`src/rtl/lsu_ctrl_pkg.sv`:
```
// Shared encodings for the load/store unit controller: access sizes,
// one-hot byte-count masks, FSM states and the kind of operation in flight.
package lsu_ctrl_pkg;

   typedef enum logic [1:0] {
      SZ_BYTE  = 2'b00,
      SZ_HALF  = 2'b01,
      SZ_WORD  = 2'b10,
      SZ_DWORD = 2'b11
   } size_e;

   localparam logic [3:0] MASK_BYTE  = 4'b0001;
   localparam logic [3:0] MASK_HALF  = 4'b0010;
   localparam logic [3:0] MASK_WORD  = 4'b0100;
   localparam logic [3:0] MASK_DWORD = 4'b1000;

   typedef enum logic [1:0] {
      IDLE   = 2'd0,
      ACCESS = 2'd1,
      RESP   = 2'd2
   } state_e;

   typedef enum logic [1:0] {
      OP_NONE  = 2'd0,
      OP_LOAD  = 2'd1,
      OP_STORE = 2'd2
   } op_e;

   function automatic logic [3:0] size_to_mask(input size_e sz);
      logic [3:0] m;
      case (sz)
         SZ_BYTE:  m = MASK_BYTE;
         SZ_HALF:  m = MASK_HALF;
         SZ_WORD:  m = MASK_WORD;
         default:  m = MASK_DWORD;
      endcase
      return m;
   endfunction

endpackage

```
`src/rtl/lsu_align_chk.sv`:
```
// Combinational size decode: one-hot byte-count mask and natural-alignment
// check on the low address bits.
module lsu_align_chk
   import lsu_ctrl_pkg::*;
(
   input  logic [1:0] size_i,
   input  logic [2:0] addr_lo_i,
   output logic [3:0] mask_o,
   output logic       misalign_o
);

   size_e size;

   always_comb begin
      size       = size_e'(size_i);
      mask_o     = size_to_mask(size);
      misalign_o = 1'b0;
      case (size)
         SZ_BYTE:  misalign_o = 1'b0;
         SZ_HALF:  misalign_o = addr_lo_i[0];
         SZ_WORD:  misalign_o = |addr_lo_i[1:0];
         default:  misalign_o = |addr_lo_i[2:0];
      endcase
   end

endmodule

```
`src/rtl/lsu_ctrl.sv`:
```
// Load/store unit controller: registers one EXU request, drives the memory
// stage for LATENCY cycles, then holds the response until the WBU takes it.
module lsu_ctrl
   import lsu_ctrl_pkg::*;
#(
   parameter int unsigned LATENCY = 1
) (
   input  logic        clock,
   input  logic        reset,
   input  logic        in_valid,
   output logic        in_ready,
   input  logic [63:0] in_addr,
   input  logic [63:0] in_wdata,
   input  logic        in_wen,
   input  logic        in_ren,
   input  logic [1:0]  in_size,
   input  logic        in_unsigned,
   input  logic [4:0]  in_rd,
   output logic        mem_write_en,
   output logic        mem_read_en,
   output logic [63:0] mem_addr,
   output logic [63:0] mem_write_data,
   output logic [3:0]  mem_wmask,
   output logic [3:0]  mem_read_size,
   output logic        zero_extends,
   input  logic [63:0] mem_read_data,
   output logic        out_valid,
   input  logic        out_ready,
   output logic [63:0] out_data,
   output logic [4:0]  out_rd,
   output logic        out_rf_wen,
   output logic        out_misalign
);

   localparam logic [3:0] LAST_CNT = 4'(LATENCY - 1);

   state_e      state_q, state_d;
   logic [3:0]  cnt_q, cnt_d;
   op_e         op_q;
   logic [63:0] addr_q, wdata_q, data_q;
   logic [3:0]  mask_q;
   logic        zext_q, rf_wen_q, mis_q;
   logic [4:0]  rd_q;

   logic [3:0]  req_mask;
   logic        req_mis_raw, req_mis, is_mem, accept, last_access;

   lsu_align_chk u_align_chk (
      .size_i     (in_size),
      .addr_lo_i  (in_addr[2:0]),
      .mask_o     (req_mask),
      .misalign_o (req_mis_raw)
   );

   assign is_mem      = in_wen | in_ren;
   // Non-memory ops carry an ALU result in in_addr, so alignment is irrelevant.
   assign req_mis     = is_mem & req_mis_raw;
   assign accept      = in_valid && (state_q == IDLE);
   assign last_access = (state_q == ACCESS) && (cnt_q == LAST_CNT);

   always_comb begin
      state_d = state_q;
      cnt_d   = cnt_q;
      case (state_q)
         IDLE: begin
            cnt_d = 4'd0;
            if (accept) begin
               state_d = (is_mem && !req_mis) ? ACCESS : RESP;
            end
         end
         ACCESS: begin
            if (last_access) begin
               state_d = RESP;
               cnt_d   = 4'd0;
            end else begin
               cnt_d = cnt_q + 4'd1;
            end
         end
         RESP: begin
            if (out_ready) begin
               state_d = IDLE;
            end
         end
         default: begin
            state_d = IDLE;
            cnt_d   = 4'd0;
         end
      endcase
   end

   // NOTE: reset is synchronous and active-high, so it lives inside the
   // clocked block; state uses non-blocking assignments so every register
   // updates from the same pre-edge values.
   always_ff @(posedge clock) begin
      if (reset) begin
         state_q <= IDLE;
         cnt_q   <= 4'd0;
      end else begin
         state_q <= state_d;
         cnt_q   <= cnt_d;
      end
   end

   always_ff @(posedge clock) begin
      if (reset) begin
         op_q     <= OP_NONE;
         addr_q   <= '0;
         wdata_q  <= '0;
         data_q   <= '0;
         mask_q   <= '0;
         zext_q   <= 1'b0;
         rf_wen_q <= 1'b0;
         mis_q    <= 1'b0;
         rd_q     <= '0;
      end else if (accept) begin
         addr_q   <= in_addr;
         wdata_q  <= in_wdata;
         mask_q   <= req_mask;
         zext_q   <= in_unsigned;
         rd_q     <= in_rd;
         mis_q    <= req_mis;
         // A store wins when both enables are set.
         op_q     <= !is_mem ? OP_NONE : (in_wen ? OP_STORE : OP_LOAD);
         data_q   <= is_mem ? 64'd0 : in_addr;
         rf_wen_q <= !req_mis && !in_wen;
      end else if (last_access && (op_q == OP_LOAD)) begin
         data_q <= mem_read_data;
      end
   end

   assign in_ready       = (state_q == IDLE);
   assign mem_write_en   = (state_q == ACCESS) && (op_q == OP_STORE) && (cnt_q == 4'd0);
   assign mem_read_en    = (state_q == ACCESS) && (op_q == OP_LOAD);
   assign mem_addr       = addr_q;
   assign mem_write_data = wdata_q;
   assign mem_wmask      = mask_q;
   assign mem_read_size  = mask_q;
   assign zero_extends   = zext_q;

   assign out_valid      = (state_q == RESP);
   assign out_data       = data_q;
   assign out_rd         = rd_q;
   assign out_rf_wen     = rf_wen_q;
   assign out_misalign   = mis_q;

endmodule

```
`config.mk`:
```
export PLATFORM = sky130hd
export DESIGN_NAME = lsu_ctrl
export DESIGN_NICKNAME = d
export VERILOG_FILES = /design/src/rtl/lsu_ctrl_pkg.sv /design/src/rtl/lsu_align_chk.sv /design/src/rtl/lsu_ctrl.sv
export SDC_FILE = /design/constraint.sdc
export NUM_CORES = 1
export LEC_CHECK = 0
export CAP_MARGIN = 25
export CORE_UTILIZATION = 28
export DETAILED_ROUTE_END_ITERATION = 12
export PLACE_DENSITY_LB_ADDON = 0.1
export SLEW_MARGIN = 20
export SYNTH_ARGS = -nofsm -noshare
export SYNTH_HDL_FRONTEND = slang
export SYNTH_SLANG_ARGS = --single-unit
export TNS_END_PERCENT = 1
```
`constraint.sdc`:
```
create_clock -name clock -period 2.8 [get_ports clock]
set_clock_uncertainty 0.2 [all_clocks]
set_input_delay 0.7 -clock clock [delete_from_list [all_inputs] [get_ports clock]]
set_output_delay 0.7 -clock clock [all_outputs]
set_load 0.02 [all_outputs]
```
==> summary.md, run 1 <==
| Metric | Value |
|---|---|
| Req. time, crit path | `~1.9 ns` |
| DRT Pass-1 Iters | `4` |
| Via density | `4.839` |
| Initial antenna violation count | `1` |
| Via Count | `8890` |
| Simple-Gate Fraction of Synth Area | `between 20% and 30%` |
| Die height | `177.9 µm` |
| Max Fclk | `0.3694 GHz` |
| Setup Fix Bufs, Post-CTS | `0` |
| Ports | `418` |
| Die Wd | `177.9 µm` |
| WHS Path Cells | `2` |
| CTS hold repair buffers | `0` |
| Worst vdd ir | `395.2 µV` |
| Pwr Density | `616.0 nW/µm²` |
| XOR/XNOR Fraction of Synth Area | `0%` |
| Worst-skew pair later-pin latency | `0.53 ns` |
| Adder-cell area share of the yosys netlist | `0.2888%` |
| I/O Buffers | `417` |
| Post-synthesis cell area | `8665 µm²` |
| Total number of yosys warnings | `0` |
| Min cycle time layout | `2.707 ns` |
| DP HPWL | `22770 µm` |
| Hold Path Origin | `mem_write_data[34]$_SDFFE_PP0P_` |
| Sequential area share after synthesis | `approximately 50%` |
| Pins Over Slew Limit | `0` |
| Nets | `1631` |
| Critical Path End Type | `output port` |
| Synth cell types | `36` |
| First-pass GRT wire length | `49720 µm` |
| Post-synth EDFFs | `0` |
| Layout cell share with drive strength beyond 1 | `10.28%` |
| Largest family of logic cells by synthesized area | `compound AO/OA/AOI/OAI gates` |
| Arr. time, crit path | `1.81 ns` |
| Worst path slowest cell | `or3b_4` |
| CP cell instances | `inv_1 > ha_1 > or3b_4 > nor4b_2 > buf_4` |
| Synth area leader | `dfxtp_1` |
| Hold Violations, Final | `0` |
| Clock buffer count from CTS | `27` |
| DRC Markers | `0` |
| DRT iter0 DRCs | `462` |
| Routed WL | `33480 µm` |
| Largest net degree at the start of global routing | `84` |
| Reg2reg start | `cnt_q[0]$_SDFFE_PP0P_` |
| Worst min-delay path endpoint | `mem_write_data[34]$_SDFFE_PP0P_` |
| CP startpoint kind | `flop` |
| Switch Pwr | `about 2.5 mW` |
| Sw Share | `28.25%` |
| Result of the run | `complete, no violations` |
| Vias in the first global route | `8636` |
| Post-synth top cells | `nand2_1, dfxtp_1, a21oi_1` |
| Slew HR | `43.56%` |
| Max cap viols | `0` |
| DIE AREA | `31650 µm²` |
| CTS tree | `yes` |
| Detail Route Antenna Nets | `0` |
| Clk network pwr share | `38.6%` |
| Post-synthesis compound-gate area fraction | `23.77%` |
| Gate Count Post-Synth | `approximately 1000` |
| CTS Buffer Depth | `3` |
| Filler Cells Inserted | `roughly 3000` |
| CP Max Fanout | `2` |
| Gr usage total | `20.01%` |
| Syn Nets | `1249` |
| Flop and latch count out of synthesis | `212` |
| RSZ-0062 raised after global routing | `false` |
| Layout area overhead | `63.86%` |
| Row cnt | `64` |
| Gate power share | `22.7%` |
| Reg2Reg Setup Slack | `0.30 ns` |
| Count leader, synth | `nand2_1` |
| Gr ovfl total | `0` |
| Prevailing post-synth register cell | `dfxtp_1` |
| R2r endpoint | `out_data[41]$_SDFFE_PP0P_` |
| Pwr Total | `8.745 mW` |
| Worst-path clk slew | `0.06 ns` |
| CTS Sinks | `212` |
| Static leakage | `5.113 nW` |
| Seq pwr share | `between 30% and 40%` |
| Crit Path Class | `flop to output port` |
| Core area | `just over 30000 µm²` |
| Endpoints failing setup | `0` |
| Slowest stage delay, CP | `0.38 ns` |
| Final GP Congestion | `0.8161` |
| Async SR Flop Fraction | `0%` |
| Synth top area cells | `dfxtp_1, nand2_1, a21oi_1` |
| Syn Area/Cell | `8.323 µm²` |
| H-tree depth | `1` |
| Type of the most critical hold path | `flop to flop` |
| Crit share post-route | `a little over nine tenths` |
| Initial core utilization | `28.40%` |
| Post-synthesis mux area share | `0%` |
| Int Pwr | `about 6.3 mW` |
| Avg WL per Cell | `18.23 µm` |
| Worst-Margin Slew | `0.8466 ns` |
| Top cell type's share of synthesized area | `between 40% and 50%` |
| Root Buffer | `clkbuf_16` |
| R2R depth | `7` |
| Setup TNS | `0 ns` |
## state kept, by name, summed over array words and instances (netlist names)
signal,count
out_misalign,1
zero_extends,1
op_q,2
state_q,2
mem_read_size,4
cnt_q,4
mem_write_data,64
mem_addr,64
out_rf_wen,1
out_data,64
out_rd,5
## placed cells by master (no fill, tap or decap), drive strengths merged, types with 3 or more instances in the layout
cell	synthesis	layout
dfxtp	212	212
a21oi	206	206
nor2	70	70
nor2b	5	5
clkbuf	54	40
nand3b	4	4
clkinv	0	4
buf	49	40
clkdlybuf4s50	0	413
nand3	3	3
nor3	64	64
inv	4	5
a2111oi	65	65
nand2	279	279
## power groups by stage
| stage | registers, mW | clock network (mW) | logic (mW) |
|---|---|---|---|
| after floorplan | 3.71 | 0 | 0.670 |
| after global placement | 3.44 | 0 | 1.99 |
| after detailed placement | 3.45 | 0 | 2.00 |
| after CTS | 3.39 | 3.50 | 2.00 |
| after global routing | 3.41 | 3.59 | 2.13 |
| final | 3.38 | 3.38 | 1.98 |
## worst max path at each step
stage | start | to | slack, ns
after floorplan | cnt_q[0]$_SDFFE_PP0P_ | mem_write_en | 0.1
after global placement | cnt_q[0]$_SDFFE_PP0P_ | mem_write_en | 0.1
after detailed placement | in_valid | out_data[41]$_SDFFE_PP0P_ | 0.10
after CTS | cnt_q[0]$_SDFFE_PP0P_ | mem_write_en | 0.01
after global routing | cnt_q[0]$_SDFFE_PP0P_ | mem_write_en | 0.03
final | cnt_q[0]$_SDFFE_PP0P_ | mem_write_en | 0.09
## final cells by class
type | count | area (µm²) | area share (%)
clock inverter | 7 | 92.59 | 0.6522
sequential | 212 | 4245 | 29.90
antenna | 1 | 2.502 | 0.01763
clock buffer | 39 | 760.7 | 5.358
inverter | 4 | 15.01 | 0.1058
multi-input combinational | 722 | 3945 | 27.79
tap | 396 | 495.5 | 3.490
timing repair buffer | 456 | 4641 | 32.69
## per-layer routing
metal / up-vias / wire length [µm] / global-route usage (%) / share of wire, %
met5: - / 0 / 0 / 0
met4: 0 / 934 / 7.123 / 2.8
met3: 57 / 3055 / 6.234 / 9.1
met2: 319 / 15150 / 32.10 / 45
met1: 4174 / 14350 / 25.08 / 43
li1: 4340 / - / - / -
## through the flow
stage | area (µm²) | setup WS, ns | cells | hold slack (ns) | utilization [%]
after floorplan | 8671 | 0.09692 | 1041 | 0.2401 | -
after global placement | 13350 | 0.09960 | 1790 | 0.2407 | 43.74
after detailed placement | 13350 | 0.1035 | 1790 | 0.2453 | 43.74
after CTS | 14190 | 0.01201 | 1836 | 0.2530 | 46.52
after global routing | 14200 | 0.02912 | 1837 | 0.2704 | 46.53
final | 14200 | 0.09305 | 1837 | 0.2517 | 46.53
## cell families (layout without fill, tap and decap cells)
logic type / count (synthesis) / in the layout
DFF: 212 / 212
and+or+nand+nor: 438 / 438
buffers and inverters: 107 / 506
other: 0 / 1
adders and majority gates: 2 / 2
AOI/OAI and AO/OA: 282 / 282
## critical path: cells and delay by family (launching register included)
kind | cells | cell delay (ns)
AND/OR/NAND/NOR | 2 | 0.59
buffers and inverters | 2 | 0.25
adder cells (fa/ha/maj) | 1 | 0.14
flip-flops | 1 | 0.31
## repair_timing
| action | CTS | global route |
|---|---|---|
| gates cloned | 0 | 0 |
| endpoints found under the setup margin | 3 | 1 |
| gates resized for setup | 8 | 1 |
| pin swaps | 0 | 1 |
(Power assumes the default switching activity.)
==> run 2: changes to the inputs <==
--- a/config.mk
+++ b/config.mk
@@ -6,8 +6,11 @@
 export NUM_CORES = 1
 export LEC_CHECK = 0
 export CAP_MARGIN = 25
+export CELL_PAD_IN_SITES_DETAIL_PLACEMENT = 0
+export CELL_PAD_IN_SITES_GLOBAL_PLACEMENT = 1
 export CORE_UTILIZATION = 28
 export DETAILED_ROUTE_END_ITERATION = 12
+export DONT_BUFFER_PORTS = 1
 export PLACE_DENSITY_LB_ADDON = 0.1
 export SLEW_MARGIN = 20
 export SYNTH_ARGS = -nofsm -noshare
==> run 2 against run 1 <==
  * Cell area is 30% lower
  * Register-to-register slack about the same
  * Sequential power is 11% higher
  * Cell count decreased by 23%
  * Critical path depth is the same
  * Core utilization down 14 points
  * Critical path type unchanged
  * Largest power group unchanged
==> summary.md, run 2 (synthesized netlist as in run 1, its figures left out) <==
| Metric | Value |
|---|---|
| Pwr Total | `8.137 mW (-7.0%)` |
| Vias in the first global route | `7022 (-19%)` |
| Crit share post-route | `98.89% (+2.2 points)` |
| Slew HR | `46.48% (+2.9 points)` |
| Row cnt | `64 (unchanged)` |
| Worst-path clk slew | `0.05 ns (about the same)` |
| Reg2Reg Setup Slack | `0.31 ns (about the same)` |
| Crit Path Class | `flop to output port` |
| Clock buffer count from CTS | `27 (unchanged)` |
| R2r endpoint | `cnt_q[2]$_SDFFE_PP0P_` |
| Hold Path Origin | `reset` |
| CTS tree | `yes` |
| Critical Path End Type | `output port` |
| Die Wd | `177.9 µm (unchanged)` |
| Gate power share | `9.3% (-13 points)` |
| Static leakage | `3.489 nW (-32%)` |
| Sw Share | `28.24% (about the same)` |
| Gr usage total | `18.47% (-1.5 points)` |
| WHS | `0.04372 ns (-0.2079 ns)` |
| CP Max Fanout | `3 (+1)` |
| CP cell instances | `inv_2 > ha_4 > or3b_4 > nor4b_4 > buf_4` |
| CTS Sinks | `212 (unchanged)` |
| Endpoints failing setup | `0 (unchanged)` |
| Worst min-delay path endpoint | `out_data[10]$_SDFFE_PP0P_` |
| Layout area overhead | `14.35%` |
| DP HPWL | `20530 µm (-9.8%)` |
| Routed WL | `31350 µm (-6.4%)` |
| DIE AREA | `31650 µm² (unchanged)` |
| Gr ovfl total | `0 (unchanged)` |
| Switch Pwr | `2.298 mW (-7.0%)` |
| R2R depth | `8 (+1)` |
| Result of the run | `complete, no violations` |
| Initial core utilization | `28.40% (unchanged)` |
| CP startpoint kind | `flop` |
| Worst-Margin Slew | `0.8028 ns (-0.04380 ns)` |
| I/O Buffers | `0 (-100%)` |
| Seq pwr share | `45.9% (+7.2 points)` |
| Via density | `5.088 (+5.1%)` |
| Largest net degree at the start of global routing | `214 (+150%)` |
| Pwr Density | `821.2 nW/µm² (+33%)` |
| WHS Path Cells | `1 (-1)` |
| Initial antenna violation count | `1 (unchanged)` |
| First-pass GRT wire length | `44840 µm (-9.8%)` |
| Clk network pwr share | `44.8% (+6.2 points)` |
| Via Count | `7169 (-19%)` |
| H-tree depth | `1 (unchanged)` |
| DRT Pass-1 Iters | `6 (+2)` |
| Worst-skew pair later-pin latency | `0.53 ns (about the same)` |
| Max Fclk | `0.3612 GHz (-2.2%)` |
| Max cap viols | `0 (unchanged)` |
| CP startpoint | `cnt_q[1]$_SDFFE_PP0P_` |
| Slowest stage delay, CP | `0.38 ns (about the same)` |
| Crit path buf inv count | `2 (unchanged)` |
| Int Pwr | `5.839 mW (-6.9%)` |
| Ports | `418 (unchanged)` |
| Core area | `30510 µm² (unchanged)` |
| Final GP Congestion | `0.7208 (-12%)` |
| Crit path max-delay family | `simple AND/OR/NAND/NOR gates` |
| Die height | `177.9 µm (unchanged)` |
| Detail Route Antenna Nets | `0 (unchanged)` |
| Worst vdd ir | `384.9 µV (-2.6%)` |
| Worst path slowest cell | `or3b_4` |
| Commonest non-fill, non-tap cell in the layout | `nand2_1` |
| Hold Violations, Final | `0 (unchanged)` |
| Avg WL per Cell | `22.25 µm (+22%)` |
| Layout cell share with drive strength beyond 1 | `14.03% (+3.8 points)` |
| Pins Over Slew Limit | `0 (unchanged)` |
| RSZ-0062 raised after global routing | `true` |
| Most frequent cells in the layout | `nand2_1, dfxtp_1, a21oi_1` |
| Req. time, crit path | `1.90 ns (about the same)` |
| Arr. time, crit path | `1.87 ns (+0.06 ns)` |
| Min cycle time layout | `2.769 ns (+0.06187 ns)` |
| Filler Cells Inserted | `3236 (+6.6%)` |
| DRC Markers | `0 (unchanged)` |
| DRT iter0 DRCs | `442 (-4.3%)` |
| CTS Buffer Depth | `3 (unchanged)` |
| Root Buffer | `clkbuf_16` |
| Nets | `1200 (-26%)` |
| Type of the most critical hold path | `primary input to flop` |
| Reg2reg start | `cnt_q[1]$_SDFFE_PP0P_` |
-- run 2: cell count changes in the layout (fill, tap and decap cells not counted), sizes merged, moves of 2 or more --
cell           before  now
clkdlybuf4s50     413    0
clkinv              4    6
bufinv              2    4
buf                40   25
dlygate4sd2         2    0
-- run 2: repair_timing --
action | in CTS | in global routing
setup endpoints to repair | 1 | 1
endpoints found under the hold margin | 0 | 0
resized for setup | 3 | 6
hold buffers | 0 | 0
gates cloned | 0 | 0
setup buffers | 1 | 4
pin swaps | 1 | 2
-- run 2: layout make-up --
class	count	area [µm²]	share of cell area, %
Sequential cell	212	4248	42.87
Multi-Input combinational cell	722	3966	40.03
Clock buffer	39	780.7	7.880
Tap cell	396	495.5	5.001
Timing Repair Buffer	25	250.2	2.526
Clock inverter	10	150.1	1.515
Inverter	4	15.01	0.1515
Antenna cell	1	2.502	0.02526
-- run 2: power by group through the flow --
stage	clock [mW]	combinational, mW	sequential [mW]
detailed placement	0	0.767	3.81
CTS	3.76	0.769	3.74
floorplan	0	0.670	3.71
global route	3.88	0.854	3.77
global placement	0	0.759	3.81
finish	3.65	0.754	3.74
-- run 2: metal layers --
layer	vias to the layer above	wire, µm	track usage (%)
li1	3488	-	-
met1	3365	12160	21.09
met2	278	14930	30.95
met3	38	3513	8.269
met4	0	748	5.021
met5	-	0	0
-- run 2: how the worst max path moves through the flow --
| stage | to | slack [ns] | depth (start not counted) |
|---|---|---|---|
| 2_1_floorplan | mem_write_en | 0.1 | 7 |
| 3_3_place_gp | mem_write_en | 0.38 | 5 |
| 3_5_place_dp | mem_write_en | 0.36 | 5 |
| 4_1_cts | mem_write_en | 0.02 | 5 |
| 5_1_grt | mem_write_en | -0.03 | 5 |
| 6_report | mem_write_en | 0.03 | 5 |
-- run 2: metrics by stage --
| stage | instance area (µm²) | setup WS [ns] | cells | setup TNS [ns] | util, % |
|---|---|---|---|---|---|
| floorplan | 8671 | 0.09692 | 1041 | 0 | - |
| global placement | 8910 | 0.3824 | 1354 | 0 | 29.20 |
| detailed placement | 8910 | 0.3586 | 1354 | 0 | 29.20 |
| CTS | 9861 | 0.02030 | 1404 | 0 | 32.32 |
| global route | 9908 | -0.03352 | 1409 | -0.03352 | 32.48 |
| finish | 9908 | 0.03119 | 1409 | 0 | 32.48 |
